### src/rtl/icache.sv
// Direct-mapped instruction cache: 32-bit fetches served from 16-byte lines,
// misses refilled over the memory controller's fetch port.
module icache #(
    parameter int IDX_BITS = 4,
    parameter int ADDR_W   = 32
) (
    input  logic              clk,
    input  logic              rst,
    input  logic              rdy,
    input  logic              ic_rb,
    input  logic              if_valid,
    input  logic [ADDR_W-1:0] if_addr,
    output logic              if_done,
    output logic [31:0]       if_inst,
    output logic              fc_valid,
    output logic [ADDR_W-1:0] fc_addr,
    input  logic              fc_done,
    input  logic [127:0]      fc_line
);

    localparam int LINES = 1 << IDX_BITS;
    localparam int TAG_W = ADDR_W - IDX_BITS - 4;

    typedef enum logic {S_IDLE, S_MISS} state_t;

    // Word w of a line sits at bits [32w+31:32w].
    function automatic logic [31:0] word_sel(input logic [127:0] line, input logic [1:0] sel);
        case (sel)
            2'd0:    return line[31:0];
            2'd1:    return line[63:32];
            2'd2:    return line[95:64];
            default: return line[127:96];
        endcase
    endfunction

    state_t              r_state, w_state_nxt;
    logic                r_pend, w_pend_nxt;
    logic                r_fc_valid, w_fc_valid_nxt;
    logic [ADDR_W-5:0]   r_line, w_line_nxt;
    logic [1:0]          r_wsel;
    logic                r_if_done, w_if_done_nxt;
    logic [31:0]         r_if_inst, w_if_inst_nxt;
    logic                w_fill, w_launch;

    logic [LINES-1:0]    r_valid;
    logic [TAG_W-1:0]    r_tag  [LINES];
    logic [127:0]        r_data [LINES];

    logic [IDX_BITS-1:0] w_idx, w_fill_idx;
    logic [TAG_W-1:0]    w_tag;
    logic                w_hit;
    logic                w_unused;

    assign w_idx      = if_addr[IDX_BITS+3:4];
    assign w_tag      = if_addr[ADDR_W-1:IDX_BITS+4];
    assign w_fill_idx = r_line[IDX_BITS-1:0];
    assign w_hit      = r_valid[w_idx] && (r_tag[w_idx] == w_tag);
    assign w_unused   = ^if_addr[1:0];

    assign if_done  = r_if_done;
    assign if_inst  = r_if_inst;
    assign fc_valid = r_fc_valid;
    assign fc_addr  = {r_line, 4'b0000};

    // Next-state and output decisions; the lookup is skipped the cycle an
    // answer is out so a still-held request is not answered twice.
    always_comb begin
        w_state_nxt    = r_state;
        w_pend_nxt     = r_pend;
        w_fc_valid_nxt = r_fc_valid;
        w_line_nxt     = r_line;
        w_if_done_nxt  = 1'b0;
        w_if_inst_nxt  = r_if_inst;
        w_fill         = 1'b0;
        w_launch       = 1'b0;
        if (rdy) begin
            case (r_state)
                S_IDLE: begin
                    if (if_valid && !ic_rb && !r_if_done) begin
                        if (w_hit) begin
                            w_if_done_nxt = 1'b1;
                            w_if_inst_nxt = word_sel(r_data[w_idx], if_addr[3:2]);
                        end else begin
                            w_launch       = 1'b1;
                            w_line_nxt     = if_addr[ADDR_W-1:4];
                            w_fc_valid_nxt = 1'b1;
                            w_pend_nxt     = 1'b1;
                            w_state_nxt    = S_MISS;
                        end
                    end
                end
                S_MISS: begin
                    if (ic_rb) begin
                        w_pend_nxt = 1'b0;
                    end
                    if (fc_done) begin
                        w_fill         = 1'b1;
                        w_fc_valid_nxt = 1'b0;
                        w_pend_nxt     = 1'b0;
                        w_state_nxt    = S_IDLE;
                        if (r_pend && !ic_rb) begin
                            w_if_done_nxt = 1'b1;
                            w_if_inst_nxt = word_sel(fc_line, r_wsel);
                        end
                    end
                end
                default: w_state_nxt = S_IDLE;
            endcase
        end
    end

    // Control and output registers.
    always_ff @(posedge clk) begin
        if (!rst) begin
            r_state    <= S_IDLE;
            r_pend     <= 1'b0;
            r_fc_valid <= 1'b0;
            r_line     <= '0;
            r_if_done  <= 1'b0;
            r_if_inst  <= '0;
        end else begin
            r_state    <= w_state_nxt;
            r_pend     <= w_pend_nxt;
            r_fc_valid <= w_fc_valid_nxt;
            r_line     <= w_line_nxt;
            r_if_done  <= w_if_done_nxt;
            r_if_inst  <= w_if_inst_nxt;
        end
    end

    // Line valid bits: cleared on reset, set when a fill lands.
    always_ff @(posedge clk) begin
        if (!rst) begin
            r_valid <= '0;
        end else if (w_fill) begin
            r_valid[w_fill_idx] <= 1'b1;
        end
    end

    // Tag/data arrays and the latched word select are never reset.
    always_ff @(posedge clk) begin
        if (rst && w_fill) begin
            r_data[w_fill_idx] <= fc_line;
            r_tag[w_fill_idx]  <= r_line[ADDR_W-5:IDX_BITS];
        end
        if (rst && w_launch) begin
            r_wsel <= if_addr[3:2];
        end
    end

endmodule

### config.mk
export PLATFORM = sky130hd
export DESIGN_NAME = icache
export DESIGN_NICKNAME = d
export VERILOG_FILES = /design/src/rtl/icache.sv
export SDC_FILE = /design/constraint.sdc
export NUM_CORES = 2
export LEC_CHECK = 0
export CORE_ASPECT_RATIO = 0.75
export CORE_MARGIN = 4
export CORE_UTILIZATION = 35
export CTS_CLUSTER_SIZE = 8
export DETAILED_ROUTE_END_ITERATION = 10
export GPL_ROUTABILITY_DRIVEN = 0
export GPL_TIMING_DRIVEN = 0
export PLACE_DENSITY = 0.62
export REMOVE_ABC_BUFFERS = 1
export SYNTH_ARGS = -nofsm -noshare
export SYNTH_HDL_FRONTEND = slang
export SYNTH_SLANG_ARGS = --single-unit
### constraint.sdc
create_clock -name clk -period 13.7 [get_ports clk]
set_input_delay 2.055 -clock clk [delete_from_list [all_inputs] [get_ports clk]]
set_output_delay 2.055 -clock clk [all_outputs]
set_load 0.1 [all_outputs]
# Word-level counts from Yosys, hierarchy flattened
# Memories as Yosys holds them, arrays and structs flattened.
# Cells that the tools add are included.
# Widths: inputs -> output; s select.
[totals] output_inout_bits=66 mem_bits_rw=2432 word_cells=77 regBits=82 in_bits=166 latch_bits=0 mem_bits_ro=0 mem_count=2
[memory_table] memory="r_data" words=16 word_bits=128 rd=1 rd_clocked_by_memory_dff=0 wr=1 line_no="47" source="logic [127:0] r_data [LINES];"
[memory_table] memory="r_tag" words=16 word_bits=24 rd=1 rd_clocked_by_memory_dff=0 wr=1 line_no="46" source="logic [TAG_W-1:0] r_tag [LINES];"
[classes] n_shift=0 n_lt_le_gt_ge=3 n_div=0 muxes=34 n_eq_ne=11 reduce_logical=16 mul=0 addsub=0 n_bitwise=3
[op_table] cell="$pmux 32 s3" n=2
[op_table] cell="$mux 32" n=4
[op_table] cell="$pmux 32 s2" n=1
[op_table] cell="$eq 24x24->1" n=1
[op_table] cell="$mux 1" n=21
[op_table] cell="$or 16x16->16" n=1
[op_table] cell="$reduce_and 4->1" n=3
[op_table] cell="$lt 4x5->1 const B" n=2
[op_table] cell="$ne 2x2->1 const B" n=4
[op_table] cell="$pmux 1 s2" n=4
[op_table] cell="$logic_and 1x1->1" n=7
[op_table] cell="$reduce_and 5->1" n=1
[op_table] cell="$bmux 1 s4" n=1
[op_table] cell="$demux 1 s4" n=1
[op_table] cell="$eq 2x1->1 const B" n=2
[op_table] cell="$eq 2x2->1 const B" n=2
[op_table] cell="$ge 4x1->1 const B" n=1
[op_table] cell="$logic_not 2->1" n=2
[op_table] cell="$ne 3x3->1 const B" n=1
[op_table] cell="$logic_not 1->1" n=2
[op_table] cell="$ne 2x1->1 const B" n=1
[op_table] cell="$not 1->1" n=2
[op_table] cell="$reduce_and 2->1" n=1

# Longest topological paths before layout
[depth] depth_word=8 mapped_depth=16 mapped_depth_nobuf=9

# Worst setup path before layout
# Ideal clock, no wire load.
[synth_path] path_type="input-to-reg" from="input port fc_done" to="memory r_data[0][0], enable pin" path_stages=4 slack_ns=-0.120 t_arrival_ns=12.968 cell_sequence="and3_1 nand2_1 or3_1 nor3_1"
[synth_between] elab_chain_len=6
[synth_lines] element="from (decl)" line_no="17" source="input logic fc_done,"
[synth_lines] element="$mux 1" line_no="96" source="if (fc_done) begin"
[synth_lines] element="$mux 1" line_no="77" source="case (r_state)"
[synth_lines] element="$mux 1" line_no="76" source="if (rdy) begin"
[synth_lines] element="$logic_and 1x1->1" line_no="142" source="if (rst && w_fill) begin"
[synth_lines] element="$mux 1" line_no="142"
[synth_lines] element="$mux 1 (implied by the code)" line_no="143" source="r_data[w_fill_idx] <= fc_line;"
[synth_lines] element="to (decl)" line_no="47"
# Every way passes these cells.

# Worst setup path after layout
[layout_path] from="input port if_addr[4]" to="register r_if_inst[21] (netlist: if_inst[21])"
[layout_between] elab_chain_len=5 elab_cells_between_ends=12 classes_between="2 x eq/ne; 6 x mux; 2 x reduce/logical; 2 x memory"
[layout_lines] element="from (decl)" line_no="12" source="input logic [ADDR_W-1:0] if_addr,"
[layout_lines] element="$mem_v2 16x24 (tied with other cells)"
[layout_lines] element="$eq 24x24->1 (tied with other cells)" line_no="57" source="assign w_hit = r_valid[w_idx] && (r_tag[w_idx] == w_tag);"
[layout_lines] element="$logic_and 1x1->1 / $mux 32 (equally long branches)" line_no="57, 80"
[layout_lines] element="$ne 2x2->1 (no source line) / $mux 32 (equally long branches)"
[layout_lines] element="$reduce_and 5->1 (no source line) / $pmux 32 s2 (equally long branches)"
[layout_lines] element="to (signal assigned)" line_no="127" source="r_if_inst <= w_if_inst_nxt;"
[layout_lines] element="to (decl)" line_no="42" source="logic [31:0] r_if_inst, w_if_inst_nxt;"
# Parallel ways exist; a longest one is shown, timed or not. The select of a mux whose other input is x is not followed.
# A chain may end at the register's enable or synchronous reset.

==> results.json <==
{
  "grt_max_degree": 91,
  "crit_path_start": "if_addr[4]",
  "r2r_start": "r_state$_SDFFE_PN0P_",
  "dp_hpwl_um": 149500,
  "timing.rr.end": "r_data[3][83]$_DFFE_PP_",
  "fp.dieW_um": 615.7,
  "whs_ps": 448.6,
  "clock-root-buffer": "clkbuf_16",
  "worstPathBufferInverterCount": 5,
  "vias_per_cell": 5.424,
  "pwr-share-seq": 0.495,
  "antenna_found_initial": 62,
  "drc": 0,
  "syn_area_mm2": 0.09693,
  "clk_latency_ps": 830,
  "reg2reg_depth": 12,
  "critPathKind": "primary input to flip-flop",
  "yosysWarnings": 0,
  "dieArea_mm2": 0.2855,
  "num_vias": 45764,
  "period_needed_ps": 7014,
  "ioPinCount": 232,
  "cts_tree": "yes",
  "ys_ff_latch": 2514,
  "path_depth": 14,
  "worst-slew-pin-transition_ps": 1206,
  "hold_viol": 0,
  "cts_buffer_depth": 4,
  "setup_viol": 0,
  "synth_compound_area_frac": 0.01070,
  "path_delay_family": "simple AND/OR/NAND/NOR gates",
  "wire_per_inst_um": 28.91,
  "post-synth-top-count-cell": "edfxtp_1",
  "rsz0062_at_grt": "no",
  "combPwrFrac": 0.041,
  "crit_fanout": 72,
  "overflow": 0,
  "cp_cell_sequence": "buf_8, buf_16, buf_16, mux4_2, mux2i_1, xnor2_1, o31ai_1, nand4_1, nor4_1, and4b_4, buf_12, or2_4, buf_12, o211a_1",
  "clk_pin_slew_worst_paths_ps": 50,
  "crit_required_ps": 14460,
  "portBuffers": 225,
  "yosys.area_share.xor_xnor": 0.002892,
  "fin_util": 0.4254,
  "drive_above_1_share": 0.3063,
  "drv_cap": 0,
  "multi_input_area_mm2": 0.02114,
  "ys_top_cells_by_count": "edfxtp_1, mux4_2, buf_2, mux2i_1, dfxtp_1",
  "netlist_instances": 3970,
  "routed_wl_um": 243900,
  "use_met1": 0.2355,
  "fin_worst_skew_ps": 28.31,
  "rows": 167,
  "grt_usage": 0.1682,
  "synthSimpleGateAreaFrac": 0.006764,
  "synth_mux_area_frac": 0.1962,
  "cts_sinks": 2514,
  "hp-class": "flip-flop to flip-flop",
  "grt_first_pass_wirelength_um": 350600,
  "p_clk_frac": 0.464,
  "postCtsSetupBuffers": 0,
  "antenna_left": 0,
  "p_int_uw": 13640,
  "worst-r2r-setup-slack_ps": 8710,
  "use_met3": 0.03344,
  "synth_edf_count": 2434,
  "core_mm2": 0.2758,
  "status": "finished, final reports clean",
  "drt_iter0_markers": 5065,
  "max_freq_ghz": 0.1426,
  "ctsHoldBuffers": 0,
  "h-tree-depth": 5,
  "dr.pass1.iters": 5,
  "worst_ir_drop_vdd_uv": 100.2,
  "grt_pass1_vias": 46993,
  "cts_buffers": 356,
  "start_util": 0.3514,
  "fin_cells": 8437,
  "p_leak_uw": 0.03651,
  "synth.avg_cell_area_um2": 24.41,
  "cp.arrival_ps": 7770,
  "use_met2": 0.2717,
  "layout.area.seq_mm2": 0.07470,
  "period_share": 0.5120,
  "fp.dieH_um": 463.7,
  "cp_slowest_stage_delay_ps": 650,
  "critical-path-slowest-cell": "and4b_4",
  "p_sw_uw": 3469,
  "synth_top_family_by_area": "multiplexers",
  "slew_headroom": 0.1935,
  "gr-max-usage-layer": "met2",
  "critPathCaptureType": "flip-flop",
  "drv_slew": 0,
  "ctsResizeCount": 0,
  "layout.nets": 4751,
  "synth_area_leaders": "edfxtp_1, mux4_2, dfxtp_1, mux2i_1, buf_2",
  "synth-seq-area-share": 0.7706,
  "synth_flop_cell": "edfxtp_1",
  "yosys.area.top_type": "edfxtp_1",
  "synthAdderAreaFrac": 0,
  "synthDistinctLibCells": 54,
  "async_reset_ff_frac": 0,
  "area_delta_synth_final_pct": 21.07,
  "critPathLaunchType": "primary input",
  "crit_end": "if_inst[21]$_SDFFE_PN0P_",
  "power_density_mw_per_mm2": 145.8,
  "switching_share": 0.2028,
  "dp.cells": 7860,
  "synth_top_area_share": 0.7541,
  "fillers": 23210
}
-- placed cells by master, fill, tap and decap left out, types with 4 or more instances in the layout --
| cell type | n |
|---|---|
| mux2_2 | 13 |
| o211a_1 | 34 |
| xnor2_1 | 25 |
| conb_1 | 4 |
| nor2b_1 | 10 |
| nand4_1 | 4 |
| o22ai_1 | 4 |
| diode_2 | 14 |
| clkbuf_1 | 182 |
| a21oi_1 | 12 |
| clkdlybuf4s50_1 | 218 |
| nor3_2 | 4 |
| nor2_4 | 13 |
| nand2_1 | 73 |
| nand2b_1 | 4 |
| o211ai_1 | 4 |
| nand3_1 | 6 |
| a211oi_1 | 11 |
| clkbuf_16 | 365 |
| inv_6 | 11 |
| a21o_1 | 17 |
| a22oi_1 | 4 |
| buf_4 | 4 |
| buf_8 | 17 |
| nor4_1 | 4 |
| buf_6 | 94 |
| buf_16 | 59 |
| nor2_1 | 6 |
| buf_12 | 89 |
| edfxtp_1 | 2434 |
| dfxtp_1 | 79 |
| o21ai_0 | 34 |
| mux4_2 | 789 |
| xor2_1 | 7 |
| mux2i_1 | 109 |
-- cell families (layout without fill, tap and decap cells) --
logic type      count (synthesis)  count (layout)
buf+inv                       229            1046
compound gates                140             140
other cells                     1              18
mux                           912             912
xor+xnor                       32              32
flops                        2514            2514
simple gates                  142             142
-- state kept, by name, indices dropped and copies added, names as in the netlist --
signal / flops
r_pend: 1
if_done: 1
r_tag: 384
fc_valid: 1
r_state: 1
r_wsel: 2
r_line: 28
r_valid: 16
r_data: 2048
if_inst: 32
-- worst min path at each step --
stage | start | endpoint | slack, ps | cells after the start
6_report | r_valid[4]$_SDFFE_PN0P_ | r_valid[4]$_SDFFE_PN0P_ | 450 | 1
4_1_cts | r_valid[4]$_SDFFE_PN0P_ | r_valid[4]$_SDFFE_PN0P_ | 440 | 1
2_1_floorplan | r_valid[10]$_SDFFE_PN0P_ | r_valid[10]$_SDFFE_PN0P_ | 420 | 1
3_3_place_gp | r_valid[5]$_SDFFE_PN0P_ | r_valid[5]$_SDFFE_PN0P_ | 430 | 1
3_5_place_dp | r_valid[4]$_SDFFE_PN0P_ | r_valid[4]$_SDFFE_PN0P_ | 430 | 1
5_1_grt | r_valid[4]$_SDFFE_PN0P_ | r_valid[4]$_SDFFE_PN0P_ | 460 | 1
-- power groups by stage --
stage / combinational, uW / sequential, uW / clock [uW]
global placement: 1550 / 8610 / 0
floorplan: 314 / 8620 / 0
finish: 709 / 8460 / 7940
global route: 758 / 8450 / 8490
detailed placement: 716 / 8610 / 0
CTS: 719 / 8460 / 8100
-- metal layers --
layer | vias up | part of all wire | wire length (um)
met1 | 24872 | 0.42 | 101600
met4 | 30 | 0.020 | 4989
li1 | 18522 | - | -
met2 | 1915 | 0.49 | 119500
met5 | - | 0.00089 | 218
met3 | 425 | 0.072 | 17650
-- stage by stage --
| step | setup TNS, ps | instance area [um^2] | power, uW | setup WS (ps) |
|---|---|---|---|---|
| after floorplan | -22410 | 95710 | 8939 | -126.8 |
| after global placement | - | 102500 | 10160 | -34970 |
| final | 0 | 117300 | 17100 | 6686 |
| after detailed placement | 0 | 107300 | 9322 | 5662 |
| after CTS | 0 | 117300 | 17280 | 6522 |
| after global routing | 0 | 117300 | 17700 | 6346 |
-- area by class of cell --
class                   instances  area share
inverters                       2  0.00006398
flip-flops and latches       2514      0.6366
well taps                    3633     0.03874
clock buffers                 547     0.08366
diodes                         14   0.0002986
repair buffers                481     0.05907
multi-input cells            1230      0.1801
clock inverters                16    0.001503
Power figures use the tool's default switching activity.
